<file path="src/rtl/count_match_ctrl_if.sv">
// rtl/count_match_ctrl_if.sv - request/result handshake bundle for count_match_ctrl
interface count_match_ctrl_if;
    logic       in_valid;
    logic [6:0] in_data;
    logic       in_ready;
    logic       out_valid;
    logic       out_ready;
    logic       out_hit;
    logic [2:0] out_count;
    logic [1:0] sel;
    logic       busy;

    modport master (
        output in_valid, in_data, out_ready,
        input  in_ready, out_valid, out_hit, out_count, sel, busy
    );

    modport slave (
        input  in_valid, in_data, out_ready,
        output in_ready, out_valid, out_hit, out_count, sel, busy
    );
endinterface

</file>
<file path="src/rtl/count_match_ctrl.sv">
// rtl/count_match_ctrl.sv - popcount vs stepping select matcher; COUNT_MATCH_STATS_EN adds hit/miss counters
module count_match_ctrl (
    input  logic                 clk,
    input  logic                 rst,
    count_match_ctrl_if.slave    bus
`ifdef COUNT_MATCH_STATS_EN
    ,
    output logic [7:0]           hit_cnt,
    output logic [7:0]           miss_cnt
`endif
);
    typedef enum logic [1:0] {IDLE, SCAN, DONE} state_t;

    state_t     state;
    logic [6:0] vec;
    logic [1:0] sel_q;
    logic       hit_q;
    logic [2:0] cnt_q;
    logic       valid_q;
    logic [2:0] ones;
    logic       z;

    always_comb begin
        ones = 3'd0;
        for (int i = 0; i < 7; i++) begin
            ones = ones + {2'b00, vec[i]};
        end
        z = (ones == {1'b0, sel_q});
    end

    always_ff @(posedge clk or posedge rst) begin
        if (rst) begin
            state   <= IDLE;
            vec     <= 7'd0;
            sel_q   <= 2'd0;
            hit_q   <= 1'b0;
            cnt_q   <= 3'd0;
            valid_q <= 1'b0;
        end else begin
            case (state)
                IDLE: begin
                    if (bus.in_valid) begin
                        vec   <= bus.in_data;
                        sel_q <= 2'd0;
                        state <= SCAN;
                    end
                end
                SCAN: begin
                    if (z) begin
                        hit_q   <= 1'b1;
                        cnt_q   <= {1'b0, sel_q};
                        valid_q <= 1'b1;
                        state   <= DONE;
                    end else if (sel_q != 2'd3) begin
                        sel_q <= sel_q + 2'd1;
                    end else begin
                        // every select missed, so the count must be 4..7
                        hit_q   <= 1'b0;
                        cnt_q   <= ones;
                        valid_q <= 1'b1;
                        state   <= DONE;
                    end
                end
                DONE: begin
                    if (bus.out_ready) begin
                        valid_q <= 1'b0;
                        sel_q   <= 2'd0;
                        state   <= IDLE;
                    end
                end
                default: begin
                    valid_q <= 1'b0;
                    sel_q   <= 2'd0;
                    state   <= IDLE;
                end
            endcase
        end
    end

    // in_ready must drop with rst itself, not one edge later
    assign bus.in_ready  = (state == IDLE) && !rst;
    assign bus.out_valid = valid_q;
    assign bus.out_hit   = hit_q;
    assign bus.out_count = cnt_q;
    assign bus.sel       = sel_q;
    assign bus.busy      = (state != IDLE);

`ifdef COUNT_MATCH_STATS_EN
    always_ff @(posedge clk or posedge rst) begin
        if (rst) begin
            hit_cnt  <= 8'd0;
            miss_cnt <= 8'd0;
        end else if (state == DONE && bus.out_ready) begin
            if (hit_q && hit_cnt != 8'hff) begin
                hit_cnt <= hit_cnt + 8'd1;
            end
            if (!hit_q && miss_cnt != 8'hff) begin
                miss_cnt <= miss_cnt + 8'd1;
            end
        end
    end
`endif
endmodule
</file>
<file path="src/flat_wrapper.sv">
// flat-port wrapper written by rule: the top's interface ports become plain ports
module count_match_ctrl_flat 
  (clk, rst, bus_in_valid, bus_in_data, bus_out_ready, bus_in_ready, bus_out_valid, bus_out_hit, bus_out_count, bus_sel, bus_busy);
  count_match_ctrl_if bus_i ();
  input  logic clk;
  input  logic rst;
  input wire logic [$bits(bus_i.in_valid)-1:0] bus_in_valid;
  input wire logic [$bits(bus_i.in_data)-1:0] bus_in_data;
  input wire logic [$bits(bus_i.out_ready)-1:0] bus_out_ready;
  output wire logic [$bits(bus_i.in_ready)-1:0] bus_in_ready;
  output wire logic [$bits(bus_i.out_valid)-1:0] bus_out_valid;
  output wire logic [$bits(bus_i.out_hit)-1:0] bus_out_hit;
  output wire logic [$bits(bus_i.out_count)-1:0] bus_out_count;
  output wire logic [$bits(bus_i.sel)-1:0] bus_sel;
  output wire logic [$bits(bus_i.busy)-1:0] bus_busy;
  assign bus_i.in_valid = bus_in_valid;
  assign bus_i.in_data = bus_in_data;
  assign bus_i.out_ready = bus_out_ready;
  assign bus_in_ready = bus_i.in_ready;
  assign bus_out_valid = bus_i.out_valid;
  assign bus_out_hit = bus_i.out_hit;
  assign bus_out_count = bus_i.out_count;
  assign bus_sel = bus_i.sel;
  assign bus_busy = bus_i.busy;
  count_match_ctrl u_core (.clk(clk), .rst(rst), .bus(bus_i));
endmodule
</file>
<file path="config.mk">
export PLATFORM = sky130hd
export DESIGN_NAME = count_match_ctrl_flat
export DESIGN_NICKNAME = d
export VERILOG_FILES = /design/src/rtl/count_match_ctrl_if.sv /design/src/rtl/count_match_ctrl.sv /design/src/flat_wrapper.sv
export SDC_FILE = /design/constraint.sdc
export NUM_CORES = 1
export LEC_CHECK = 0
export BUFFER_PORTS_ARGS = -buffer_cell sky130_fd_sc_hd__buf_4
export CAP_MARGIN = 20
export CORE_UTILIZATION = 32
export CTS_CLUSTER_DIAMETER = 40
export DETAILED_ROUTE_END_ITERATION = 8
export REMOVE_ABC_BUFFERS = 1
export SYNTH_ARGS = -nofsm -noshare
export SYNTH_HDL_FRONTEND = slang
export SYNTH_SLANG_ARGS = --single-unit
</file>
<file path="constraint.sdc">
create_clock -name clk -period 6.6 [get_ports clk]
set_clock_uncertainty 0.2 [all_clocks]
set_input_delay 0.66 -clock clk [delete_from_list [all_inputs] [get_ports clk]]
set_output_delay 0.66 -clock clk [all_outputs]
set_load 0.05 [all_outputs]
</file>
* Word level (Yosys, flattened, before mapping) *
Cells that the tools add are included.

storage, ports and cells
  logic and storage cells = 50
  ROM bits = 0
  memory bits (writable) = 0
  memories = 0
  input bits = 11
  latch bits = 0
  register bits = 16
  output and inout bits = 9

operators by class
  shift operators = 0
  equal/unequal tests = 10
  mux-type cells = 17
  div/mod/pow operators = 0
  bitwise gates (word level) = 1
  magnitude comparators = 0
  multipliers = 0
  reductions and logical operators = 9
  add/subtract/negate cells = 7

operator list
  kind                                                                     count
  3-bit by 1-bit adder with 3-bit output                                   5
  2-bit 2-to-1 mux                                                         7
  2-bit one-hot mux with 3 select lines                                    2
  2-bit inequality test, second input constant                             4
  3-bit 2-to-1 mux                                                         2
  3-bit AND reduction                                                      2
  1-bit 2-to-1 mux                                                         5
  2-bit by 1-bit inequality test with 1-bit output, second input constant  2
  2-bit AND reduction                                                      2
  4-bit AND reduction                                                      1
  3-bit by 2-bit == test with 1-bit output                                 1
  3-bit by 2-bit inequality test with 1-bit output, second input constant  1
  1-bit one-hot mux with 3 select lines                                    1
  1-bit by 1-bit adder with 2-bit output                                   1
  2-bit by 1-bit adder with 2-bit output, second input constant            1
  2-bit by 1-bit == test with 1-bit output, second input constant          1
  2-bit == test, second input constant                                     1
  2-bit logical NOT                                                        1
  2-bit nonzero test                                                       1
  1-bit logical AND                                                        1
  1-bit logical NOT                                                        1
  1-bit NOT                                                                1

* Depth between registers and ports, before layout *
Gate-level depths: netlist (run 1).

  depth in word-level cells = 9
  depth in mapped cells = 12
  mapped depth without buffers = 12

* Worst setup path after synthesis (run 1) *
No wires, ideal clock.

  path kind = reg2reg
  start = register u_core.vec[0]
  end = register u_core.cnt_q[0] (netlist: u_core.bus.out_count[0])
  stages on the path, launching flop included = 13
  data required time = 6.275 ns
  library setup time = 0.125 ns
  clock period less this slack = 3.627 ns
  arrival = 3.302 ns
  buffers on the path = 0
  setup slack = 2.973 ns
  path through = dfrtp_1 > ha_1 > inv_1 > fa_1 > fa_1 > inv_1 > ha_1 > inv_1 > fa_1 > xor2_2 > a31oi_4 > nand2b_4 > mux2_4

between the ends
  cells in the longest elaborated chain, start to end = 9
  elaborated cells between the ends (all ways) = 11
  those cells by class = add/sub (6); eq/ne (2); mux (2); reduce/logical (1)

RTL lines
  element                                                            RTL line                RTL
  from (decl)                                                        count_match_ctrl.sv:15  logic [6:0] vec;
  from (signal assigned)                                             count_match_ctrl.sv:43  vec <= bus.in_data;
  1-bit by 1-bit adder with 2-bit output (*)                         count_match_ctrl.sv:26  ones = ones + {2'b00, vec[i]};
  3-bit by 1-bit adder with 3-bit output (*) (5 in a row)            count_match_ctrl.sv:26
  3-bit by 2-bit == test with 1-bit output                           count_match_ctrl.sv:28  z = (ones == {1'b0, sel_q});
  2-bit by 1-bit inequality test with 1-bit output (no source line)  --
  2-bit AND reduction (no source line)                               --
  to (signal assigned)                                               count_match_ctrl.sv:51  cnt_q <= {1'b0, sel_q};
  to (signal assigned)                                               count_match_ctrl.sv:59  cnt_q <= ones;
  to (decl)                                                          count_match_ctrl.sv:18  logic [2:0] cnt_q;

Mark *: on every way between the ends. The rest lies on a longest branch, timed or not. The select of a mux whose other input is x is not followed.
A chain may end at the register's enable or synchronous reset.

* Worst setup path after layout (run 1) *
Same ends and word-level chain as after synthesis.

==> impl_metrics.ini, run 1 <==
[logic_synthesis]
synth_cell_types = 23
syn_avg_cell_area_um2 = 11.2
ys_seq_area_frac = 0.465
netlist_area_um2 = 861
ys_ff_latch = 16
yosysWarnings = 0
syn_inst = 77

[timing]
timing.fmax_ghz = 0.269
hold_violations = 0
setup_viol = 0
slew_viol_final = 0
period_needed_ns = 3.72
slew_headroom = 0.599
tns_ns = 0
rsz0062_at_grt = no
timing.final.crit_share = 0.564
tightest_slew_ns = 0.602

[floorplan]
dieWidth_um = 53.9
core_um2 = 2500
die_area_um2 = 2900
dieHeight_um = 53.9
fp-row-count = 18
ios = 20
start_util = 0.344

[route]
vias = 591
ant_nets = 0
avgRoutedWirePerCell_um = 10.4
viasPerCell = 4.58
drt_iter0_markers = 7
drc = 0
postRouteWirelength_mm = 1.34
first_pass_iters = 3

[clocking]
cts.repair.resized = 0
cts_hold_repair.buffers = 0
htree_levels = 1
clock_latency_ns = 0.29
cts_buffers = 3
cts.sinks = 16
cts.path.max_buffers = 2
cts-root-buf = clkbuf_4
postCtsSetupBuffers = 0
cts_tree = yes
clkTransAtPathRegs_ns = 0.10

[final_layout]
layout.nets = 118
layout_common_cells = buf_4, dfrtp_1, inv_1
nFillCells = 236
diodes = 0
drive_above_1_share = 0.364
area_growth_pct = 24.3
final_common_cell = buf_4

[flow_run]
max_cap_viol_count = 0

[hold_path]
hold_path.class = primary input to asynchronous set/reset pin

[worst_setup_path]
cp_cell_sequence = ha_1, inv_1, fa_1, fa_1, inv_1, ha_1, inv_1, fa_1, xor2_2, a31oi_4, nand2b_4, mux2_4
end_kind = flop
start_kind = flop
path_max_fanout = 6
cp_slowest_cell = fa_1
cp_top_family = adder cells
slowest_delay_ns = 0.54
critPathRequiredTime_ns = 6.58
r2r_slack_ns = 2.88
crit_arrival_ns = 3.70
critPathBufInv = 3
critPathKind = flop to flop

[global_routing]
antenna_found_initial = 0
grt_overflow = 0
grt_pass1_vias = 560
grt_max_degree = 17
grt_pass1_wl_mm = 2.33
track_usage = 0.123

[outcome]
status = finished, final reports clean

[place]
gp_congestion = 0.741
place.port_buffers = 19
dp_hpwl_mm = 1.08
[synthesized netlist by cell type (all sizes together)]
master,n,share of area
a31oi,1,0.025
nand3,1,0.0058
buf,1,0.0087
o2bb2ai,1,0.010
and2b,1,0.010
a21o,1,0.010
nor2,4,0.026
nand2b,1,0.016
xnor2,1,0.010
xor2,2,0.038
a32o,1,0.012
ha,4,0.058
o22ai,1,0.0073
inv,12,0.052
a22o,1,0.012
mux2,4,0.057
o21ai,9,0.052
dfrtp,16,0.47
nand2,11,0.048
fa,3,0.070
or2,1,0.0073
[kinds of logic (layout without fill, tap and decap cells)]
kind of cell,Yosys count,count (layout),share of synthesized area
mux,4,4,0.0567
compound gates,15,15,0.128
buf+inv,13,35,0.0610
simple gates,19,19,0.113
flops,16,16,0.465
xor+xnor,3,3,0.0480
fa+ha+maj,7,7,0.128
[worst reg2reg max path, cell delays in order (launching register included)]
cell	delay [ns]
dfrtp_1	0.39
ha_1	0.28
inv_1	0.05
fa_1	0.50
fa_1	0.54
inv_1	0.04
ha_1	0.18
inv_1	0.06
fa_1	0.46
xor2_2	0.22
a31oi_4	0.21
nand2b_4	0.20
mux2_4	0.29
[registers in the layout, indices dropped and copies added, names as in the netlist]
register,flops
u_core.bus.out_count,3
u_core.bus.out_hit,1
u_core.bus.out_valid,1
u_core.bus.sel,2
u_core.state,2
u_core.vec,7
[layout make-up]
| type | instances | area [um^2] | share of cell area |
|---|---|---|---|
| Multi-Input combinational cell | 48 | 408 | 0.381 |
| Timing Repair Buffer | 19 | 143 | 0.133 |
| Sequential cell | 16 | 400 | 0.374 |
| Tap cell | 30 | 37.5 | 0.0351 |
| Inverter | 12 | 45.0 | 0.0421 |
| Clock buffer | 4 | 36.3 | 0.0339 |
[through the flow]
step	utilization	hold WS, ns	cells	area (um^2)	setup WS (ns)
floorplan	-	0.285	76	853	2.97
global placement	0.413	0.280	125	1030	2.91
detailed placement	0.413	0.288	125	1030	2.86
CTS	0.428	0.249	129	1070	2.85
global route	0.428	0.267	129	1070	2.73
finish	0.428	0.234	129	1070	2.88
[final timing paths]
| kind | start | to | cells past startpoint |
|---|---|---|---|
| hold reg to reg | u_core.bus.out_count[2]$_DFFE_PP0P_ | u_core.bus.out_count[2]$_DFFE_PP0P_ | 1 |
| setup / recovery | u_core.vec[0]$_DFFE_PP0P_ | u_core.bus.out_count[0]$_DFFE_PP0P_ | 12 |
| hold / removal | rst | u_core.state[1]$_DFFE_PP0P_ | 2 |
| setup reg to reg | u_core.vec[0]$_DFFE_PP0P_ | u_core.bus.out_count[0]$_DFFE_PP0P_ | 12 |
| min in group clk | u_core.bus.out_count[2]$_DFFE_PP0P_ | u_core.bus.out_count[2]$_DFFE_PP0P_ | 1 |
| max in group asynchronous | rst | u_core.bus.out_count[0]$_DFFE_PP0P_ | 2 |
[metal layers]
metal | up-vias | share of wire | GRT usage
met5 | - | 0 | 0
met4 | 0 | 0.022 | 0.0658
met3 | 5 | 0.054 | 0.0593
met1 | 276 | 0.45 | 0.133
li1 | 296 | - | -
met2 | 14 | 0.47 | 0.198
Power of run 1 is left out: the tool's default activity adds up to more than one toggle a clock period on the data nets, which glitch-free logic cannot reach.
==> run 2: changes to the inputs <==
--- a/config.mk
+++ b/config.mk
@@ -5,6 +5,7 @@
 export SDC_FILE = /design/constraint.sdc
 export NUM_CORES = 1
 export LEC_CHECK = 0
+export ABC_AREA = 1
 export BUFFER_PORTS_ARGS = -buffer_cell sky130_fd_sc_hd__buf_4
 export CAP_MARGIN = 20
 export CORE_UTILIZATION = 32
==> constraint.sdc (replaced) <==
create_clock -name clk -period 3.3 [get_ports clk]
set_clock_uncertainty 0.2 [all_clocks]
set_input_delay 0.33 -clock clk [delete_from_list [all_inputs] [get_ports clk]]
set_output_delay 0.33 -clock clk [all_outputs]
set_load 0.05 [all_outputs]
==> run 2 against run 1 <==
The flow now finishes with violations (negative setup slack). Register-to-register slack worse by 2.9 ns. Final area grew 4.6%. Sequential share of layout area fell by 1.6 points. Critical path depth rose by 5. Wire length up 15%. Global-route usage rose by 1.2 points.
==> impl_metrics.ini, run 2 <==
[global_routing]
grt_util_met3 = 0.0593
gr-max-usage-layer = met2
grt_overflow = 0
track_usage = 0.135
antenna_found_initial = 0
grt_max_degree = 17
grt_pass1_vias = 633
met1_usage = 0.148
grt_pass1_wl_mm = 2.63
grt_util_met2 = 0.215

[floorplan]
dieWidth_um = 54.2
dieHeight_um = 54.2
fp-row-count = 18
start_util = 0.345
core_um2 = 2520
ios = 20
die_area_um2 = 2930

[timing]
slew_viol_final = 0
timing.final.crit_share = 1.01
fin_ws_ns = -0.0223
timing.fmax_ghz = 0.301
hold_violations = 0
rsz0062_at_grt = yes
slew_headroom = 0.583
setup_viol = 2
period_needed_ns = 3.32
tightest_slew_ns = 0.625

[logic_synthesis]
synth_cell_types = 19
synth-edff-count = 0
syn_inst = 98
ys_top_cells_by_count = nand2_1, inv_1, dfrtp_1
ys_ff_latch = 16
postSynth.asyncResetShare = 1.00
netlist_area_um2 = 871
yosysWarnings = 0
yosysMostFrequentCell = nand2_1
ys_seq_area_frac = 0.460
synth_top_area_frac = 0.460
syn_avg_cell_area_um2 = 8.89
synth_top_flop_cell = dfrtp_1
synth_top_cell_by_area = dfrtp_1
synthTopCellsByArea = dfrtp_1, nand2_1, inv_1, fa_1, ha_1

[clocking]
clkTransAtPathRegs_ns = 0.10
cts_buffers = 3
cts.path.max_buffers = 2
cts-root-buf = clkbuf_4
clock_latency_ns = 0.29
cts_tree = yes
cts.sinks = 16
htree_levels = 1

[final_layout]
fin_cells = 153
diodes = 0
layout.nets = 142
fin_util = 0.443
largest_reg_flops = 7
area_growth_pct = 28.4
top_register = u_core.vec
drive_above_1_share = 0.325
layout_common_cells = buf_4, nand2_1, inv_1
final_common_cell = buf_4

[route]
vias = 678
first_pass_iters = 3
avgRoutedWirePerCell_um = 10.1
ant_nets = 0
postRouteWirelength_mm = 1.54
drt_iter0_markers = 9
viasPerCell = 4.43
drc = 0

[worst_setup_path]
critPathRequiredTime_ns = 3.30
critPathKind = flop to flop
ff2ff_path_depth = 17
slowest_delay_ns = 0.52
cp_slowest_cell = fa_1
r2r_end = u_core.bus.sel[0]$_DFFE_PP0P_
r2r_start = u_core.vec[0]$_DFFE_PP0P_
end_kind = flop
start_kind = flop
cp-startpoint = u_core.vec[0]$_DFFE_PP0P_
cp_cell_sequence = ha_1, inv_2, fa_1, fa_1, inv_1, ha_2, inv_2, fa_1, inv_1, nand2_1, nand2_1, nand3_2, nand2_2, nand2_4, nand2_4, nand2_2, nand2_1
crit_arrival_ns = 3.32
cp-endpoint = u_core.bus.sel[0]$_DFFE_PP0P_
r2r_slack_ns = -0.02
path_max_fanout = 6

[outcome]
status = finished with violations
violations = negative setup slack

[hold_path]
hold_path.class = primary input to flop

[place]
dp_hpwl_mm = 1.14
gp_congestion = 0.719
place.port_buffers = 19
dpl.cell_count = 146

[flow_run]
max_cap_viol_count = 0
## run 2: cell types whose count changed in the layout (fill, tap and decap cells not counted), moves of 3 or more
cell	change
nor2_1	+3
a21oi_1	+4
inv_1	+7
nand2_1	+9
nand2_2	+5
o21ai_1	+4
o21ai_0	-8
## run 2: worst min-delay path by stage
stage | from | endpoint | cells after the start | slack, ns
final | bus_in_data[1] | u_core.vec[1]$_DFFE_PP0P_ | 2 | 0.06
after global routing | bus_in_data[1] | u_core.vec[1]$_DFFE_PP0P_ | 2 | 0.05
after CTS | bus_in_data[1] | u_core.vec[1]$_DFFE_PP0P_ | 2 | 0.05
after detailed placement | u_core.bus.out_valid$_DFFE_PP0P_ | u_core.bus.out_valid$_DFFE_PP0P_ | 2 | 0.26
after global placement | rst | u_core.state[1]$_DFFE_PP0P_ | 2 | 0.25
after floorplan | rst | u_core.bus.out_count[0]$_DFFE_PP0P_ | 1 | 0.04
## run 2: cells by family (layout without fill, tap and decap cells)
kind of cell	Yosys count	in the layout	share of synthesized area
simple gates	40	41	0.203
buf+inv	23	47	0.116
mux	3	3	0.0431
flops	16	16	0.460
compound gates	9	9	0.0517
fa+ha+maj	7	7	0.126
## run 2: metrics by stage
step	hold WS [ns]	setup slack, ns	setup TNS (ns)	area (um^2)
5_1_grt	0.0500	-0.233	-1.61	1120
2_1_floorplan	0.0437	-0.0427	-0.197	848
4_1_cts	0.0490	-0.0203	-0.0395	1110
3_3_place_gp	0.253	-0.152	-0.873	1040
6_report	0.0637	-0.0223	-0.0427	1120
3_5_place_dp	0.263	-0.187	-1.15	1040
## run 2: area by class of cell
cell class	instances	area (um^2)
Timing Repair Buffer	22	168
Clock buffer	4	36.3
Sequential cell	16	400
Tap cell	30	37.5
Multi-Input combinational cell	60	398
Inverter	21	78.8
Fill cell	265	1400
## run 2: critical path: cells and delay by family, from the launching register on
kind,cells,cell delay [ns]
adder cells (fa/ha/maj),5,1.91
buffers and inverters,4,0.19
flip-flops,1,0.39
AND/OR/NAND/NOR,8,0.53
## run 2: repair_timing
| item | in CTS | in global routing |
|---|---|---|
| hold endpoints to repair | 16 | 0 |
| setup endpoints to repair | 8 | 9 |
| gates cloned | 1 | 0 |
| resized for setup | 3 | 6 |
| buffers inserted | 1 | 0 |
| hold buffers | 1 | 0 |
| pin swaps | 6 | 9 |
## run 2: metal layers
layer / part of all wire / vias to the layer above
li1: - / 347
met1: 0.46 / 312
met2: 0.47 / 15
met3: 0.052 / 4
met4: 0.021 / 0
met5: 0 / -
Power of run 2 is left out for the same reason.
